[src/rtl/mc_control_fsm.sv]
// Multi-cycle FETCH/DECODE/EXEC/MEM/WB sequencer driving the datapath enables and mux selects.
// Traps on an illegal opcode or a memory wait that exceeds MEM_TIMEOUT cycles.
module mc_control_fsm #(
    parameter int MEM_TIMEOUT = 16,
    parameter int COUNT_W     = 32
) (
    input  logic               clk,
    input  logic               reset_n,
    input  logic [5:0]         opcode,
    input  logic [5:0]         funct,
    input  logic               alu_zero,
    input  logic               mem_ready,
    output logic               mem_rd_en,
    output logic               mem_wr_en,
    output logic               ir_wr_en,
    output logic               pc_wr_en,
    output logic [1:0]         pc_src,
    output logic               reg_wr_en,
    output logic               reg_dst,
    output logic               wr_ra,
    output logic [1:0]         writeback_src,
    output logic               alu_src_b,
    output logic               ext_sel,
    output logic [2:0]         alu_command,
    output logic [2:0]         state,
    output logic               trap,
    output logic [1:0]         trap_cause,
    output logic [COUNT_W-1:0] retire_count
);

    localparam int WAIT_W = (MEM_TIMEOUT > 1) ? $clog2(MEM_TIMEOUT) : 1;
    localparam logic [WAIT_W-1:0] WAIT_LIMIT = WAIT_W'((MEM_TIMEOUT > 0) ? MEM_TIMEOUT - 1 : 0);

    localparam logic [5:0] OP_RTYPE = 6'h00;
    localparam logic [5:0] OP_J     = 6'h02;
    localparam logic [5:0] OP_JAL   = 6'h03;
    localparam logic [5:0] OP_BNE   = 6'h05;
    localparam logic [5:0] OP_XORI  = 6'h0E;
    localparam logic [5:0] OP_LW    = 6'h23;
    localparam logic [5:0] OP_SW    = 6'h2B;
    localparam logic [5:0] FN_JR    = 6'h08;
    localparam logic [5:0] FN_ADD   = 6'h20;
    localparam logic [5:0] FN_SUB   = 6'h22;
    localparam logic [5:0] FN_SLT   = 6'h2A;

    localparam logic [2:0] ALU_ADD = 3'd0;
    localparam logic [2:0] ALU_SUB = 3'd1;
    localparam logic [2:0] ALU_XOR = 3'd2;
    localparam logic [2:0] ALU_SLT = 3'd3;

    localparam logic [1:0] CAUSE_ILLEGAL = 2'd1;
    localparam logic [1:0] CAUSE_TIMEOUT = 2'd2;

    typedef enum logic [2:0] {
        FETCH  = 3'd0,
        DECODE = 3'd1,
        EXEC   = 3'd2,
        MEM    = 3'd3,
        WB     = 3'd4,
        TRAP   = 3'd5
    } state_t;

    state_t             state_q, state_d;
    logic [5:0]         op_q, op_d;
    logic [5:0]         funct_q, funct_d;
    logic [WAIT_W-1:0]  wait_q, wait_d;
    logic [COUNT_W-1:0] retire_q, retire_d;
    logic [1:0]         cause_q, cause_d;

    logic is_r, is_add, is_sub, is_slt, is_jr;
    logic is_lw, is_sw, is_j, is_jal, is_bne, is_xori, is_legal;
    logic [2:0] op_cmd;
    logic       op_srcb, op_ext;

    logic       mem_rd_c, mem_wr_c, ir_wr_c, pc_wr_c, reg_wr_c, reg_dst_c, wr_ra_c;
    logic [1:0] pc_src_c, wb_src_c;
    logic [2:0] alu_cmd_c;
    logic       srcb_c, ext_c;
    logic       waiting;

    always_comb begin
        is_r     = (op_q == OP_RTYPE);
        is_add   = is_r && (funct_q == FN_ADD);
        is_sub   = is_r && (funct_q == FN_SUB);
        is_slt   = is_r && (funct_q == FN_SLT);
        is_jr    = is_r && (funct_q == FN_JR);
        is_lw    = (op_q == OP_LW);
        is_sw    = (op_q == OP_SW);
        is_j     = (op_q == OP_J);
        is_jal   = (op_q == OP_JAL);
        is_bne   = (op_q == OP_BNE);
        is_xori  = (op_q == OP_XORI);
        is_legal = is_add || is_sub || is_slt || is_jr || is_lw || is_sw ||
                   is_j || is_jal || is_bne || is_xori;
    end

    // ALU setup depends only on the latched op so it stays stable from DECODE to WB
    always_comb begin
        op_cmd  = ALU_ADD;
        op_srcb = 1'b0;
        op_ext  = 1'b0;
        if (is_sub || is_bne) begin
            op_cmd = ALU_SUB;
        end else if (is_slt) begin
            op_cmd = ALU_SLT;
        end else if (is_xori) begin
            op_cmd  = ALU_XOR;
            op_srcb = 1'b1;
        end else if (is_lw || is_sw) begin
            op_srcb = 1'b1;
            op_ext  = 1'b1;
        end
    end

    always_comb begin
        state_d   = state_q;
        op_d      = op_q;
        funct_d   = funct_q;
        cause_d   = cause_q;
        mem_rd_c  = 1'b0;
        mem_wr_c  = 1'b0;
        ir_wr_c   = 1'b0;
        pc_wr_c   = 1'b0;
        pc_src_c  = 2'd0;
        reg_wr_c  = 1'b0;
        reg_dst_c = 1'b0;
        wr_ra_c   = 1'b0;
        wb_src_c  = 2'd0;
        alu_cmd_c = 3'd0;
        srcb_c    = 1'b0;
        ext_c     = 1'b0;
        waiting   = 1'b0;

        if (state_q inside {DECODE, EXEC, MEM, WB}) begin
            alu_cmd_c = op_cmd;
            srcb_c    = op_srcb;
            ext_c     = op_ext;
        end

        case (state_q)
            FETCH: begin
                mem_rd_c = 1'b1;
                waiting  = !mem_ready;
                if (mem_ready) begin
                    ir_wr_c = 1'b1;
                    op_d    = opcode;
                    funct_d = funct;
                    state_d = DECODE;
                end
            end
            DECODE: begin
                if (!is_legal) begin
                    state_d = TRAP;
                    cause_d = CAUSE_ILLEGAL;
                end else if (is_j) begin
                    pc_wr_c  = 1'b1;
                    pc_src_c = 2'd2;
                    state_d  = FETCH;
                end else if (is_jal) begin
                    state_d = WB;
                end else begin
                    state_d = EXEC;
                end
            end
            EXEC: begin
                if (is_lw || is_sw) begin
                    state_d = MEM;
                end else if (is_jr) begin
                    pc_wr_c  = 1'b1;
                    pc_src_c = 2'd1;
                    state_d  = FETCH;
                end else if (is_bne) begin
                    pc_wr_c  = 1'b1;
                    pc_src_c = alu_zero ? 2'd0 : 2'd3;
                    state_d  = FETCH;
                end else begin
                    state_d = WB;
                end
            end
            MEM: begin
                mem_rd_c = is_lw;
                mem_wr_c = !is_lw;
                waiting  = !mem_ready;
                if (mem_ready) begin
                    if (is_lw) begin
                        state_d = WB;
                    end else begin
                        pc_wr_c = 1'b1;
                        state_d = FETCH;
                    end
                end
            end
            WB: begin
                reg_wr_c = 1'b1;
                pc_wr_c  = 1'b1;
                state_d  = FETCH;
                if (is_lw) begin
                    wb_src_c  = 2'd1;
                    reg_dst_c = 1'b1;
                end else if (is_jal) begin
                    wb_src_c = 2'd2;
                    wr_ra_c  = 1'b1;
                    pc_src_c = 2'd2;
                end else if (is_xori) begin
                    reg_dst_c = 1'b1;
                end
            end
            TRAP: begin
                state_d = TRAP;
            end
            default: begin
                state_d = FETCH;
            end
        endcase

        if (waiting && (MEM_TIMEOUT > 0) && (wait_q == WAIT_LIMIT)) begin
            state_d = TRAP;
            cause_d = CAUSE_TIMEOUT;
        end

        if (waiting && (state_d == state_q)) begin
            wait_d = wait_q + WAIT_W'(1);
        end else begin
            wait_d = '0;
        end

        retire_d = pc_wr_c ? retire_q + COUNT_W'(1) : retire_q;
    end

    always_ff @(posedge clk or negedge reset_n) begin
        if (!reset_n) begin
            state_q  <= FETCH;
            op_q     <= '0;
            funct_q  <= '0;
            wait_q   <= '0;
            retire_q <= '0;
            cause_q  <= '0;
        end else begin
            state_q  <= state_d;
            op_q     <= op_d;
            funct_q  <= funct_d;
            wait_q   <= wait_d;
            retire_q <= retire_d;
            cause_q  <= cause_d;
        end
    end

    // Reset must silence the memory and write enables at once, not at the next edge
    assign mem_rd_en     = mem_rd_c && reset_n;
    assign mem_wr_en     = mem_wr_c && reset_n;
    assign ir_wr_en      = ir_wr_c && reset_n;
    assign pc_wr_en      = pc_wr_c && reset_n;
    assign reg_wr_en     = reg_wr_c && reset_n;
    assign wr_ra         = wr_ra_c && reset_n;
    assign pc_src        = pc_src_c;
    assign reg_dst       = reg_dst_c;
    assign writeback_src = wb_src_c;
    assign alu_src_b     = srcb_c;
    assign ext_sel       = ext_c;
    assign alu_command   = alu_cmd_c;
    assign state         = state_q;
    assign trap          = (state_q == TRAP);
    assign trap_cause    = cause_q;
    assign retire_count  = retire_q;

endmodule

[config.mk]
export PLATFORM = sky130hd
export DESIGN_NAME = mc_control_fsm
export DESIGN_NICKNAME = d
export VERILOG_FILES = /design/src/rtl/mc_control_fsm.sv
export SDC_FILE = /design/constraint.sdc
export NUM_CORES = 1
export LEC_CHECK = 0
export ABC_AREA = 1
export CAP_MARGIN = 20
export CORE_MARGIN = 2
export CORE_UTILIZATION = 47
export CTS_BUF_LIST = sky130_fd_sc_hd__clkbuf_8
export DETAILED_ROUTE_END_ITERATION = 16
export GPL_TIMING_DRIVEN = 0
export PLACE_DENSITY_LB_ADDON = 0.3
export SETUP_SLACK_MARGIN = 0.15
export SLEW_MARGIN = 40
export SYNTH_ARGS = -nofsm -noshare
export SYNTH_HDL_FRONTEND = slang
export SYNTH_SLANG_ARGS = --single-unit
[constraint.sdc]
create_clock -name clk -period 1.93 [get_ports clk]
set_clock_uncertainty 0.1 [all_clocks]
set_input_delay 0.386 -clock clk [delete_from_list [all_inputs] [get_ports clk]]
set_output_delay 0.386 -clock clk [all_outputs]
set_load 0.03 [all_outputs]
## After elaboration in Yosys (flattened, before gate mapping)

Index checks and enable logic that the tools add are counted.

| word-level totals | value |
|---|---|
| bits in writable memories | 0 |
| bits in latches | 0 |
| output and inout bits | 54 |
| bits in registers | 53 |
| memories kept | 0 |
| memory bits (read-only) | 0 |

| cells by class | value |
|---|---|
| mux-type cells | 60 |
| add/sub/neg operators | 2 |
| bitwise gates (word level) | 0 |
| shift operators | 0 |
| divide/modulo/power cells | 0 |
| reductions and logical operators | 32 |
| multiply operators | 0 |
| $lt $le $gt $ge | 0 |
| eq/ne operators | 18 |

Operators with widths:

| cell | count |
|---|---|
| $mux 3 | 11 |
| $add 32x1->32 const B | 1 |
| $mux 2 | 16 |
| $eq 6x6->1 const B | 5 |
| $mux 1 | 28 |
| $pmux 3 s5 | 1 |
| $eq 6x2->1 const B | 2 |
| $eq 6x4->1 const B | 2 |
| $logic_and 1x1->1 | 12 |
| $logic_or 1x1->1 | 11 |
| $eq 3x2->1 const B | 2 |
| $eq 3x3->1 const B | 2 |
| $eq 6x3->1 const B | 1 |
| $logic_not 6->1 | 1 |
| $pmux 2 s3 | 1 |
| $add 4x1->4 const B | 1 |
| $eq 4x4->1 const B | 1 |
| $mux 4 | 1 |
| $pmux 1 s4 | 1 |
| $reduce_and 2->1 | 2 |
| $reduce_bool 4->1 | 1 |
| $eq 3x1->1 const B | 1 |
| $eq 3x3->1 | 1 |
| $logic_not 3->1 | 1 |
| 5 further kinds | 6 |

## Logic depth before layout (Yosys ltp)

Gate-level depths: netlist of run 1.

| depth | value |
|---|---|
| depth in word-level cells | 17 |
| depth in mapped cells | 16 |

## Worst setup path before layout of run 1

Ideal clock, no wire load.

| timing path | value |
|---|---|
| kind | flip-flop to output port |
| start point | register state_q[1], in the netlist state[1] |
| end point | output ir_wr_en |
| path buffers | 1 |
| stages on the path, launching flop included | 7 |
| slack | -302 ps |
| arrival time | 1746 ps |
| required time | 1444 ps |
| cell sequence | dfrtp_1 nor2_1 nand2_1 nor2_1 clkbuf_1 inv_1 nor2_1 |

| between the ends | value |
|---|---|
| cells in the longest elaborated chain, start to end | 3 |

Ends and longest elaborated chain:

| item | RTL line | RTL |
|---|---|---|
| start: declaration | 63 | `state_t state_q, state_d;` |
| start signal: assignment | 239 | `state_q <= state_d;` |
| $logic_not 3->1 | 140 | `case (state_q)` |
| $mux 1 | 140 |  |
| $logic_and 1x1->1 | 251 | `assign ir_wr_en = ir_wr_c && reset_n;` |
| end: declaration | 15 | `output logic ir_wr_en,` |

Every way passes these cells.

## Final worst setup path of run 1

| timing path | value |
|---|---|
| start point | register op_q[0] |
| end point | output pc_wr_en |

| between the ends | value |
|---|---|
| cells in the longest elaborated chain, start to end | 14 |

Ends and longest elaborated chain:

| item | RTL line | RTL |
|---|---|---|
| start: declaration | 64 | `logic [5:0] op_q, op_d;` |
| start signal: assignment | 240 | `op_q <= op_d;` |
| $logic_not 6->1 | 82 | `is_r = (op_q == OP_RTYPE);` |
| $logic_and 1x1->1 (on tied branches) | 83, 84 |  |
| $logic_or 1x1->1 (6 in a row) | 93 | `is_legal = is_add \|\| is_sub \|\| is_slt \|\| is_jr \|\| is_lw \|\| is_sw \|\|` |
| $logic_or 1x1->1 (3 in a row) | 94 | `is_j \|\| is_jal \|\| is_bne \|\| is_xori;` |
| $mux 1 | 152 | `if (!is_legal) begin` |
| $pmux 1 s4 (*) | 140 |  |
| $logic_and 1x1->1 (*) | 252 | `assign pc_wr_en = pc_wr_c && reset_n;` |
| end: declaration | 16 | `output logic pc_wr_en,` |

Every way passes the cells marked *; elsewhere a longest branch is shown, timed or not.

==> metrics.txt, run 1 <==
outcome complete, but fails checks; failing checks setup timing; cell mode on critical path nand2_4; Placed Cells incl. Taps between 500 and 600; Clock Latency Late Sink between 0.3 and 0.4 ns; Syn Area/Cell 8.05 sq um; # H-tree levels 2; final cell count without fillers 591; final setup vio count 51; Starting Density about half; Port Buffers between 60 and 70; ANT nets after route 0; layout cells sized above 1 between 40% and 50%; synth-to-layout area growth 75.3%; CP arrival approximately 2.0 ns; Critical Path Fanout Max 4; Syn Nets 385; first-pass GRT wire length 15100 um; DP Area just under 4000 sq um; share of the cycle needed by the critical path after routing 129%; minimum clock period between 2 and 2.5 ns; crit-path leading delay family simple AND/OR/NAND/NOR gates; vias per cell approximately 5.3; Max Fclk around 400 MHz; DIE HEIGHT around 83 um; post-synth top area share 44.9%; Ys Warns 0; largest net degree at the start of global routing 19; design area approximately 5200 sq um; DRT Pass-1 Iters 5; Routed WL 10700 um; post-DR wirelength/cell between 15 and 20 um; CP required 1.44 ns; Lkg Pwr 0.00268 uW; final count of hold timing violations 0; CP endpoint kind output port; most frequent cells in the layout nand2_1, buf_6, dfrtp_1, buf_4, dlygate4sd2_1; commonest non-fill, non-tap cell in the layout nand2_1; max-slew violation count 0; # IOs 70; CTS max path bufs 2; Cell Chain, Critical Path nor2_2, inv_1, nor2_4, nand2_4, nand2_4, nand2_4, nand3_4, buf_8, buf_8, nand2_4, clkinv_4, buf_6; initial antenna violation count 0; clk root buf clkbuf_8; NumNets Final between 500 and 600; Power Density between 1000 and 1500 nW/um^2; worst vdd ir approximately 1.1 mV; FF+latch count, synth 53; Overflow after GRT 0; Post-Syn Area around 3000 sq um; Hold WS ~0.018 ns; synth top area cells dfrtp_1, nand2_1, nor2_1; Slowest cell on crit path dfrtp_2; CTS tree yes; GRT Total Usage a little over a quarter; max cap viols 0; TritonCTS Buffers 5; critical path class reg2out; min-delay worst type in2async; Synth cell types 33; area leader, netlist dfrtp_1; setup ws final -0.567 ns; sequential area share after synthesis between 40 and 50%; worst path bufs/invs 5; total core area between 5000 and 6000 sq um; startpoint types flop; placer's final routability congestion estimate around 0.93; number of cells produced by synthesis about 370; Row Count 28; ant diodes 0; CTS clk-pin slew, worst paths approximately 0.10 ns; Power Total approximately 6200 uW; CP max stage delay roughly 0.46 ns; die area approximately 7000 sq um; starting DRC count in detailed routing 156; RSZ-0062 raised after global routing true; DP HPWL around 5200 um; vias ~3.2k; vias in the first global route between 3k and 4k; drt drc 0; Die X between 80 and 90 um; clock sink count 53
==> state kept, by name, indices dropped and copies added, names as in the netlist <==
signal,cells
retire_count,32
funct_q,6
op_q,6
wait_q,4
state,3
trap_cause,2
==> worst reg2reg max path, delay by kind of cell (launching register included) <==
| kind | cells | cell delay, ns |
|---|---|---|
| XOR/XNOR | 1 | 0.13 |
| buffers and inverters | 4 | 0.50 |
| flip-flops | 1 | 0.46 |
| AND/OR/NAND/NOR | 9 | 1.06 |
==> metal layers <==
metal	vias up	global-route usage (%)	share of wire, %	routed length [um]
li1	1447	-	-	-
met1	1541	30.7	37	3980
met2	123	49.4	53	5740
met3	45	4.67	4.3	465
met4	0	12.5	5.0	537
met5	-	0	0	0
==> what timing repair did <==
item,4_1_cts,5_1_grt
hold buffers,2,0
setup buffers,48,20
hold endpoints to repair,17,0
resized for setup,235,78
cloned,2,0
pin swaps,41,40
setup endpoints to repair,94,64
==> cells in the mapped netlist (all sizes together) <==
| cell type | count |
|---|---|
| o21ai | 9 |
| xnor2 | 17 |
| ha | 2 |
| dfrtp | 53 |
| or2 | 1 |
| o221ai | 1 |
| inv | 47 |
| nor2 | 59 |
| nand4 | 12 |
| nor4 | 3 |
| conb | 1 |
| nand2 | 100 |
| buf | 3 |
| nor3 | 10 |
| a21boi | 1 |
| clkbuf | 2 |
| a21oi | 7 |
| nor3b | 2 |
| nand3 | 20 |
| mux2 | 1 |
| xor2 | 16 |
==> path summary, 6_finish.rpt <==
path / startpoint / endpoint / slack (ns) / cells past startpoint
max: op_q[0] / pc_wr_en / -0.57 / 12
min: reset_n / retire_count[25] / 0.02 / 2
max reg2reg: op_q[0] / retire_count[31] / -0.42 / 14
min reg2reg: wait_q[0] / wait_q[0] / 0.37 / 1
max in group asynchronous: reset_n / state[0] / 1.27 / 3
min in group clk: wait_q[0] / wait_q[0] / 0.37 / 1
==> metrics by stage <==
| stage | util (%) | setup TNS [ns] | setup slack [ns] |
|---|---|---|---|
| finish | 86.4 | -16.97 | -0.567 |
| global route | 86.4 | -20.93 | -0.624 |
| CTS | 79.1 | -6.98 | -0.400 |
| detailed placement | 64.7 | -13.77 | -1.14 |
| global placement | 64.4 | -95.55 | -2.75 |
| floorplan | - | -0.0815 | -0.0518 |
==> report_power, final <==
part           leakage (uW)  total (uW)  switching, uW  internal, uW
logic               0.00196        3700           2040          1660
registers          0.000661        1650            303          1350
clock network     0.0000574         809            387           422
total               0.00268        6160           2730          3430
==> cell type report <==
class                   count  area (sq um)
repair buffers            141          1390
multi-input cells         262          1990
clock buffers               6          82.6
fillers                   315           813
flip-flops and latches     53          1340
well taps                  75          93.8
inverters                  47           188
clock inverters             2          37.5
plain buffers               5          57.6
==> logic make-up (layout without fill, tap and decap cells) <==
family                     Yosys count  after routing  synth area share [%]
DFF                                 53             53                  44.9
other                                1              1                 0.127
muxes                                1              1                 0.381
and+or+nand+nor                    207            207                  33.6
AOI/OAI and AO/OA                   18             18                  3.26
xor gates and xnor gates            33             33                  9.79
adders and majority gates            2              2                 0.847
buffers and inverters               52            201                  7.12
(Power assumes the default switching activity.)
==> run 2: changes to the inputs <==
--- a/config.mk
+++ b/config.mk
@@ -11,6 +11,7 @@
 export CORE_UTILIZATION = 47
 export CTS_BUF_LIST = sky130_fd_sc_hd__clkbuf_8
 export DETAILED_ROUTE_END_ITERATION = 16
+export GPL_ROUTABILITY_DRIVEN = 0
 export GPL_TIMING_DRIVEN = 0
 export PLACE_DENSITY_LB_ADDON = 0.3
 export SETUP_SLACK_MARGIN = 0.15
==> results of run 2 <==
The final DEF is identical to that of run 1; final timing and power are the same.
